<file path="src/rtl/rs232_pkg.sv">
// Shared RS232 definitions: receiver FSM states, default bit timing and buffer depth.
// The PARITY state is used only when RS232_RX_PARITY_EN is defined.
package rs232_pkg;
    localparam int DEF_CLKS_PER_BIT = 434;  // 50 MHz / 115200 baud
    localparam int RX_DEPTH_LOG2    = 3;

    typedef enum logic [2:0] {
        IDLE,
        START,
        DATA,
        PARITY,
        STOP
    } rx_state_t;
endpackage

</file>
<file path="src/rtl/rs232_rx_buffer_if.sv">
// Host-side bus of the RS232 receive buffer: read port, write pointer, occupancy and status pulses.
// oParityErr exists only when RS232_RX_PARITY_EN is defined.
interface rs232_rx_buffer_if import rs232_pkg::*; #(
    parameter int DEPTH_LOG2 = RX_DEPTH_LOG2
) ();
    logic [DEPTH_LOG2-1:0] read_addr;
    logic [7:0]            oData;
    logic [DEPTH_LOG2-1:0] rx_addr;
    logic                  iRxAck;
    logic [DEPTH_LOG2:0]   oRxCount;
    logic                  oRxValid;
    logic                  oFrameErr;
    logic                  oOverrun;
`ifdef RS232_RX_PARITY_EN
    logic                  oParityErr;
`endif

    modport master (
        output read_addr, iRxAck,
        input  oData, rx_addr, oRxCount, oRxValid, oFrameErr, oOverrun
`ifdef RS232_RX_PARITY_EN
        , input oParityErr
`endif
    );

    modport slave (
        input  read_addr, iRxAck,
        output oData, rx_addr, oRxCount, oRxValid, oFrameErr, oOverrun
`ifdef RS232_RX_PARITY_EN
        , output oParityErr
`endif
    );
endinterface

</file>
<file path="src/rtl/rs232_rx_sync.sv">
// Two-flop synchronizer for an asynchronous input, with falling-edge detect on the synced value.
// Flops reset to 1 so an idle-high line shows no edge coming out of reset.
module rs232_rx_sync (
    input  logic clk,
    input  logic rst_n,
    input  logic async_i,
    output logic sync_o,
    output logic fall_o
);
    logic [1:0] sync_q, sync_d;
    logic       prev_q, prev_d;

    always_comb begin
        sync_d = {sync_q[0], async_i};
        prev_d = sync_q[1];
    end

    always_ff @(posedge clk or negedge rst_n) begin
        if (!rst_n) begin
            sync_q <= 2'b11;
            prev_q <= 1'b1;
        end else begin
            sync_q <= sync_d;
            prev_q <= prev_d;
        end
    end

    assign sync_o = sync_q[1];
    assign fall_o = prev_q & ~sync_q[1];
endmodule

</file>
<file path="src/rtl/rs232_rx_buffer.sv">
// RS232 receiver (8N1, or 8E1 with RS232_RX_PARITY_EN) feeding an addressable 2**DEPTH_LOG2-entry buffer
// with occupancy tracking via host ack, and framing/overrun (and parity) error pulses.
module rs232_rx_buffer import rs232_pkg::*; #(
    parameter int CLKS_PER_BIT = DEF_CLKS_PER_BIT,
    parameter int DEPTH_LOG2   = RX_DEPTH_LOG2
) (
    input  logic              iClk,
    input  logic              iRst,
    input  logic              iRX,
    rs232_rx_buffer_if.slave  bus
);
    localparam int CW    = $clog2(CLKS_PER_BIT);
    localparam int DEPTH = 1 << DEPTH_LOG2;
    localparam logic [CW-1:0]         HALF_BIT = CW'(CLKS_PER_BIT / 2 - 1);
    localparam logic [CW-1:0]         FULL_BIT = CW'(CLKS_PER_BIT - 1);
    localparam logic [DEPTH_LOG2:0]   CNT_FULL = (DEPTH_LOG2 + 1)'(DEPTH);

    rx_state_t             state_q, state_d;
    logic [CW-1:0]         cnt_q, cnt_d;
    logic [2:0]            idx_q, idx_d;
    logic [7:0]            shift_q, shift_d;
    logic [DEPTH_LOG2-1:0] addr_q, addr_d;
    logic [DEPTH_LOG2:0]   count_q, count_d;
    logic [7:0]            data_q, data_d;
    logic [7:0]            mem [DEPTH];

    logic rxs, rx_fall, expire, stop_hit, full, par_ok;
    logic frame_err, good, wr_en, overrun, ack_eff;

    rs232_rx_sync u_sync (
        .clk     (iClk),
        .rst_n   (iRst),
        .async_i (iRX),
        .sync_o  (rxs),
        .fall_o  (rx_fall)
    );

`ifdef RS232_RX_PARITY_EN
    logic par_q, par_d;
    assign par_ok         = (par_q == ^shift_q);
    assign bus.oParityErr = stop_hit && rxs && !par_ok;
`else
    assign par_ok = 1'b1;
`endif

    assign expire    = (cnt_q == '0);
    assign stop_hit  = (state_q == STOP) && expire;
    assign full      = (count_q == CNT_FULL);
    // A framing error masks any parity result; only one error pulse per frame.
    assign frame_err = stop_hit && !rxs;
    assign good      = stop_hit && rxs && par_ok;
    assign wr_en     = good && !full;
    assign overrun   = good && full;
    assign ack_eff   = bus.iRxAck && (count_q != '0);

    always_comb begin
        state_d = state_q;
        cnt_d   = expire ? cnt_q : cnt_q - 1'b1;
        idx_d   = idx_q;
        shift_d = shift_q;
`ifdef RS232_RX_PARITY_EN
        par_d   = par_q;
`endif
        case (state_q)
            IDLE: if (rx_fall) begin
                cnt_d   = HALF_BIT;
                state_d = START;
            end
            START: if (expire) begin
                if (!rxs) begin
                    cnt_d   = FULL_BIT;
                    idx_d   = 3'd0;
                    state_d = DATA;
                end else begin
                    state_d = IDLE;
                end
            end
            DATA: if (expire) begin
                shift_d[idx_q] = rxs;
                cnt_d          = FULL_BIT;
                if (idx_q == 3'd7) begin
`ifdef RS232_RX_PARITY_EN
                    state_d = PARITY;
`else
                    state_d = STOP;
`endif
                end else begin
                    idx_d = idx_q + 3'd1;
                end
            end
`ifdef RS232_RX_PARITY_EN
            PARITY: if (expire) begin
                par_d   = rxs;
                cnt_d   = FULL_BIT;
                state_d = STOP;
            end
`endif
            // Leave mid-stop-bit so a back-to-back start edge is not missed.
            STOP: if (expire) state_d = IDLE;
            default: state_d = IDLE;
        endcase

        addr_d = wr_en ? addr_q + 1'b1 : addr_q;
        case ({wr_en, ack_eff})
            2'b10:   count_d = count_q + 1'b1;
            2'b01:   count_d = count_q - 1'b1;
            default: count_d = count_q;
        endcase
        data_d = mem[bus.read_addr];
    end

    always_ff @(posedge iClk or negedge iRst) begin
        if (!iRst) begin
            state_q <= IDLE;
            cnt_q   <= '0;
            idx_q   <= '0;
            shift_q <= '0;
            addr_q  <= '0;
            count_q <= '0;
            data_q  <= '0;
`ifdef RS232_RX_PARITY_EN
            par_q   <= 1'b0;
`endif
        end else begin
            state_q <= state_d;
            cnt_q   <= cnt_d;
            idx_q   <= idx_d;
            shift_q <= shift_d;
            addr_q  <= addr_d;
            count_q <= count_d;
            data_q  <= data_d;
`ifdef RS232_RX_PARITY_EN
            par_q   <= par_d;
`endif
        end
    end

    always_ff @(posedge iClk) begin
        if (wr_en) mem[addr_q] <= shift_q;
    end

    assign bus.oData     = data_q;
    assign bus.rx_addr   = addr_q;
    assign bus.oRxCount  = count_q;
    assign bus.oRxValid  = wr_en;
    assign bus.oFrameErr = frame_err;
    assign bus.oOverrun  = overrun;
endmodule

</file>
<file path="src/flat_wrapper.sv">
// flat-port wrapper written by rule: the top's interface ports become plain ports
module rs232_rx_buffer_flat import rs232_pkg::*;
#(
    parameter int CLKS_PER_BIT = DEF_CLKS_PER_BIT,
    parameter int DEPTH_LOG2   = RX_DEPTH_LOG2
)
  (iClk, iRst, iRX, bus_read_addr, bus_iRxAck, bus_oData, bus_rx_addr, bus_oRxCount, bus_oRxValid, bus_oFrameErr, bus_oOverrun);
  rs232_rx_buffer_if #(.DEPTH_LOG2(DEPTH_LOG2)) bus_i ();
  input  logic iClk;
  input  logic iRst;
  input  logic iRX;
  input wire logic [$bits(bus_i.read_addr)-1:0] bus_read_addr;
  input wire logic [$bits(bus_i.iRxAck)-1:0] bus_iRxAck;
  output wire logic [$bits(bus_i.oData)-1:0] bus_oData;
  output wire logic [$bits(bus_i.rx_addr)-1:0] bus_rx_addr;
  output wire logic [$bits(bus_i.oRxCount)-1:0] bus_oRxCount;
  output wire logic [$bits(bus_i.oRxValid)-1:0] bus_oRxValid;
  output wire logic [$bits(bus_i.oFrameErr)-1:0] bus_oFrameErr;
  output wire logic [$bits(bus_i.oOverrun)-1:0] bus_oOverrun;
  assign bus_i.read_addr = bus_read_addr;
  assign bus_i.iRxAck = bus_iRxAck;
  assign bus_oData = bus_i.oData;
  assign bus_rx_addr = bus_i.rx_addr;
  assign bus_oRxCount = bus_i.oRxCount;
  assign bus_oRxValid = bus_i.oRxValid;
  assign bus_oFrameErr = bus_i.oFrameErr;
  assign bus_oOverrun = bus_i.oOverrun;
  rs232_rx_buffer #(.CLKS_PER_BIT(CLKS_PER_BIT), .DEPTH_LOG2(DEPTH_LOG2)) u_core (.iClk(iClk), .iRst(iRst), .iRX(iRX), .bus(bus_i));
endmodule
</file>
<file path="config.mk">
export PLATFORM = sky130hd
export DESIGN_NAME = rs232_rx_buffer_flat
export DESIGN_NICKNAME = d
export VERILOG_FILES = /design/src/rtl/rs232_pkg.sv /design/src/rtl/rs232_rx_buffer_if.sv /design/src/rtl/rs232_rx_sync.sv /design/src/rtl/rs232_rx_buffer.sv /design/src/flat_wrapper.sv
export SDC_FILE = /design/constraint.sdc
export NUM_CORES = 1
export LEC_CHECK = 0
export BUFFER_PORTS_ARGS = -buffer_cell sky130_fd_sc_hd__buf_2
export CAP_MARGIN = 20
export CORE_MARGIN = 2
export CORE_UTILIZATION = 60
export CTS_CLUSTER_DIAMETER = 100
export DETAILED_ROUTE_END_ITERATION = 7
export HOLD_SLACK_MARGIN = 0.05
export PLACE_DENSITY = 0.83
export SETUP_SLACK_MARGIN = 0.02
export SLEW_MARGIN = 0
export SYNTH_ARGS = -nofsm -noshare
export SYNTH_HDL_FRONTEND = slang
export SYNTH_SLANG_ARGS = --single-unit
</file>
<file path="constraint.sdc">
create_clock -name iClk -period 3.7 [get_ports iClk]
set_input_delay 0.185 -clock iClk [delete_from_list [all_inputs] [get_ports iClk]]
set_output_delay 0.185 -clock iClk [all_outputs]
set_load 0.05 [all_outputs]
</file>
; ---- Word-level counts from Yosys, hierarchy flattened
; Memories as Yosys holds them, arrays and structs flattened. A register that Yosys moved wholly into a read port is not among the register bits.
; Index checks and enable logic that the tools add are counted.
[totals]
memories = 1
ram_bits = 64
input_bits = 7
latch_bits = 0
mem_bits_ro = 0
ff_bits = 33
[classes]
shift = 0
n_lt_le_gt_ge = 2
addsub = 5
bitwise = 2
n_reduce_logical = 18
mux = 24
mul = 0
div_mod_pow = 0
n_eq_ne = 14
[memory_table]
columns = memory, words, width, rd, rd_clocked_by_memory_dff, write_ports, line_no
row1 = u_core.mem, 8, 8, 1, 1, 1, rs232_rx_buffer.sv:25  ; logic [7:0] mem [DEPTH];
[op_table]
columns = cell, count
row1 = $mux 9, 5
row2 = $mux 3, 9
row3 = $pmux 9 s3, 1
row4 = $pmux 3 s4, 1
row5 = $ne 2x1->1 const B, 5
row6 = $reduce_and 5->1, 2
row7 = $logic_not 9->1, 1
row8 = $sub 9x1->9 const B, 1
row9 = $bwmux 8, 1
row10 = $pmux 4 s2, 1
row11 = $logic_and 1x1->1, 7
row12 = $add 3x1->3 const B, 2
row13 = $eq 3x3->1 const B, 2
row14 = $pmux 3 s2, 1
row15 = $add 4x1->4 const B, 1
row16 = $eq 4x4->1 const B, 1
row17 = $lt 3x4->1 const B, 1
row18 = $ne 2x2->1 const B, 2
row19 = $reduce_bool 2->1, 2
row20 = $reduce_bool 4->1, 1
row21 = $sub 4x1->4 const B, 1
row22 = $demux 1 s3, 1
row23 = $eq 3x1->1 const B, 1
row24 = $eq 3x2->1 const B, 1
row25 = 10 further kinds, 14

; ---- Depth between registers and ports, before layout
[logic_depth]
ltp_word = 6
depth_mapped = 13
depth_no_buf = 13

; ---- Hierarchy
; Synthesis repeated with hierarchy kept, for this count alone.
[hier_totals]
hier_cells = 291
hier_area_um2 = 4490.6
[by_module_without_submodules]
columns = mod, area_each_um2, seq_area_each_um2, cells_each, n_inst
row1 = rs232_rx_buffer, 4398.0, 2872.8, 287, 1
row2 = rs232_rx_sync, 92.6, 78.8, 4, 1

; ---- Worst setup path after synthesis
; OpenSTA, ideal clock, no wires.
[synth_timing]
path_kind = reg2reg
from = reg u_core.cnt_q[0]
to = reg u_core.count_q[2] (netlist: u_core.bus.oRxCount[2])
path_slack_ns = 0.690
path_stages_with_launch = 14
arrival_time_ns = 2.862
path_buffers = 0
period_less_slack_ns = 3.010
cell_sequence = dfrtp_1 > inv_1 > ha_1 > or4b_4 > nor2_8 > inv_4 > or3_4 > ha_1 > xor2_1 > ha_1 > a21oi_1 > xor2_1 > nor2_1 > xor2_1
[synth_between]
elab_chain_len = 6
[synth_lines]
columns = element, line_no
row1 = from (decl), rs232_rx_buffer.sv:19  ; logic [CW-1:0] cnt_q, cnt_d;
row2 = from (signal assigned), rs232_rx_buffer.sv:126  ; cnt_q <= cnt_d;
row3 = $logic_not 9->1 *, rs232_rx_buffer.sv:46  ; assign expire = (cnt_q == '0);
row4 = $logic_and 1x1->1 *, rs232_rx_buffer.sv:47  ; assign stop_hit = (state_q == STOP) && expire;
row5 = $logic_and 1x1->1 *, rs232_rx_buffer.sv:51  ; assign good = stop_hit && rxs && par_ok;
row6 = $logic_and 1x1->1 *, rs232_rx_buffer.sv:52  ; assign wr_en = good && !full;
row7 = $eq 2x1->1 or $eq 2x2->1 (tied branches), rs232_rx_buffer.sv:104  ; case ({wr_en, ack_eff})
row8 = $pmux 4 s2 or $reduce_bool 2->1 (tied branches), --
row9 = to (signal assigned), rs232_rx_buffer.sv:130  ; count_q <= count_d;
row10 = to (decl), rs232_rx_buffer.sv:23  ; logic [DEPTH_LOG2:0] count_q, count_d;
; Mark *: on every way between the ends. The rest lies on a longest branch, timed or not.
; A chain may end at the register's enable or synchronous reset.

; ---- Worst setup path after layout
; Ends and elaborated chain as after synthesis.

==> impl_metrics.ini <==
[layout]
fin_area_mm2 = 0.00497
diodes = 0
mostFrequentLayoutCell = edfxtp_1
fillers = 490
fin_cells = 418
nNetsFinal = 330
seq_area_mm2 = 0.00295
final_cell_mix = edfxtp_1, dfrtp_1, buf_2, mux2_2
area_growth_pct = 10.9
layout-drive-gt1-share_pct = 32.0
multi_input_area_mm2 = 0.00146

[clock_tree]
htreeDepth = 3
clk_latency_ns = 0.36
clk_pin_slew_worst_paths_ns = 0.10
cts_buffer_depth = 2
cts_buffers = 9
postCtsSetupBuffers = 0
cts_tree = built
cts.sinks = 105
cts-root-buf = clkbuf_8

[logic_synthesis]
synth.distinct_cells = 59
synthFlopType = edfxtp_1
yosysTopAreaCell = edfxtp_1
ys_seq_area_share_pct = 65.8
syn-num-nets = 295
synth_top_area_share_pct = 42.9
synth.area.top_cells = edfxtp_1, dfrtp_1, mux4_2
ys_warn_count = 0
netlist_area_mm2 = 0.00448
synth.avg_cell_area_um2 = 16.1
async_reset_ff_share_pct = 39.0
synth_edf_count = 64
synth_seq_cells = 105
syn_inst = 279

[floorplan]
die-area_mm2 = 0.00818
die_x_um = 90.5
initial_core_util_pct = 61.8
rows = 31
core_area_mm2 = 0.00725
fp.dieH_um = 90.5
ios = 25

[status]
outcome = finished clean

[power_and_ir_drop]
p_comb_share_pct = 16.7
leakage_nw = 1.84
p_per_area_mw_per_mm2 = 502
power.switching_mw = 0.750
pwr-share-seq_pct = 56.6
p_int_mw = 1.75
sw_frac_of_total_pct = 30.1
peakVddDrop_mv = 0.432
p_clk_share_pct = 26.7

[sta]
tns_ns = 0
min_period_ns = 3.16
period_share_pct = 85.5
whs_ns = 0.208
finalSetupViolCount = 0
layout_setup_ws_ns = 0.537
clock_skew_ns = 0.00479
relSlewSlack_pct = 54.8
finalMaxSlewViolations = 0
fmax_ghz = 0.316
hold_viol_final = 0
rsz0062_at_grt = no
worstMarginPinSlew_ns = 0.671

[worst_setup_path]
crit_arrival_ns = 3.41
worst-setup-path-type = flip-flop to flip-flop
critPathCaptureType = flip-flop
cp-start-kind = flip-flop
cp.required_ns = 3.95
rrSetupSlack_ns = 0.54
critical_path_peak_fanout = 9

[route]
wirelength_um = 7540
drt-initial-drc-count = 111
drc = 0
vias = 2454
dr.pass1.iters = 4
avgRoutedWirePerCell_um = 18.0
ant_nets = 0
viasPerCell = 5.87

[placement]
dp_hpwl_um = 4980
dpl_cell_area_mm2 = 0.00475
gp_congestion = 0.858
dp.cells = 399
numPortBuffers = 24
pre_cts_slack_ns = 0.561

[grt]
grt_max_degree = 42
gr-total-overflow = 0
track_usage_pct = 20.4
grt_pass1_vias = 2527
antenna_found_initial = 0
grt_pass1_wl_um = 12700

[hold_path]
min_path_type = input port to async pin

[job]
maxCapViolCount = 0
-- Yosys cell counts (all sizes together), types with 3 or more instances --
library cell and instances:
clkbuf 9, nand2 10, or3 5, nand2b 4, nor4b 3, a31oi 3
mux2 19, nand3 9, xnor2 3, a21oi 5, edfxtp 64, xor2 6
ha 9, nor3 4, nor3b 4, nor2b 3, nor4 3, dfrtp 38
nor2 17, inv 5, o21ai 5, mux4 16, o211ai 3, dfstp 3
-- cell families (layout without fill, tap and decap cells) --
| group | Yosys count | after routing | synth area share [%] |
|---|---|---|---|
| AO/OA/AOI/OAI | 28 | 28 | 4.35 |
| XOR/XNOR | 9 | 9 | 1.93 |
| adder cells (fa/ha/maj) | 9 | 9 | 2.51 |
| buffers and inverters | 17 | 57 | 1.62 |
| flip-flops | 105 | 105 | 65.8 |
| multiplexers | 36 | 36 | 13.1 |
| AND/OR/NAND/NOR | 75 | 75 | 10.7 |
-- worst max-delay path, cell delays in order (launching register included) --
cell     delay [ns]
dfrtp_1        0.42
inv_1          0.11
ha_1           0.17
or4b_4         0.52
nor2_8         0.18
inv_4          0.08
or3_4          0.43
ha_1           0.27
xor2_1         0.18
ha_1           0.18
a21oi_1        0.16
xor2_1         0.16
nor2_1         0.06
xor2_1         0.14
-- cell type report --
type	instances	share of cell area (%)
Clock buffer	10	2.77
Clock inverter	6	1.03
Inverter	6	0.604
Multi-Input combinational cell	157	29.4
Sequential cell	105	59.3
Tap cell	99	2.49
Timing Repair Buffer	35	4.43
-- per-layer routing --
layer	share of wire [%]	global-route usage (%)	vias up
met5	0	0	-
met4	0.99	8.46	0
met3	2.9	3.01	6
met2	53	35.3	49
met1	43	26.2	1255
li1	-	-	1144
-- registers in the layout (all words and copies together), names as in the netlist --
signal and count:
u_core.bus.oData 8, u_core.idx_q 3, u_core.shift_q 8, u_core.u_sync.prev_q 1
u_core.bus.oRxCount 4, u_core.state_q 3, u_core.u_sync.sync_q 2, u_core.cnt_q 9
u_core.mem 64, u_core.bus.rx_addr 3
-- power by group through the flow --
| stage | Combinational [mW] | Clock, mW | Sequential [mW] |
|---|---|---|---|
| after floorplan | 0.254 | 0 | 1.49 |
| after global routing | 0.465 | 0.733 | 1.43 |
| after global placement | 0.399 | 0 | 1.43 |
| after CTS | 0.418 | 0.685 | 1.41 |
| final | 0.418 | 0.666 | 1.41 |
| after detailed placement | 0.415 | 0 | 1.43 |
-- metrics by stage --
| step | utilization, % | power (mW) |
|---|---|---|
| after CTS | 68.3 | 2.51 |
| after detailed placement | 65.4 | 1.85 |
| after global routing | 68.6 | 2.63 |
| final | 68.6 | 2.50 |
| after global placement | 65.4 | 1.83 |
| after floorplan | - | 1.74 |
-- path summary, 6_finish.rpt --
| path | start | to | cells past startpoint |
|---|---|---|---|
| hold / removal | iRst | u_core.bus.oData[6]$_DFF_PN0_ | 2 |
| setup / recovery | u_core.cnt_q[0]$_DFF_PN0_ | u_core.bus.oRxCount[2]$_DFFE_PN0P_ | 13 |
| hold reg to reg | u_core.u_sync.sync_q[0]$_DFF_PN1_ | u_core.u_sync.sync_q[1]$_DFF_PN1_ | 0 |
| max in group asynchronous | iRst | u_core.u_sync.prev_q$_DFF_PN1_ | 3 |
| min in group iClk | bus_read_addr[2] | u_core.bus.oData[0]$_DFF_PN0_ | 2 |
| setup reg to reg | u_core.cnt_q[0]$_DFF_PN0_ | u_core.bus.oRxCount[2]$_DFFE_PN0P_ | 13 |
-- what timing repair did --
action,4_1_cts,5_1_grt
resized for setup,0,0
hold buffers,2,0
setup endpoints to repair,0,0
hold endpoints to repair,39,0
(Power assumes the default switching activity.)
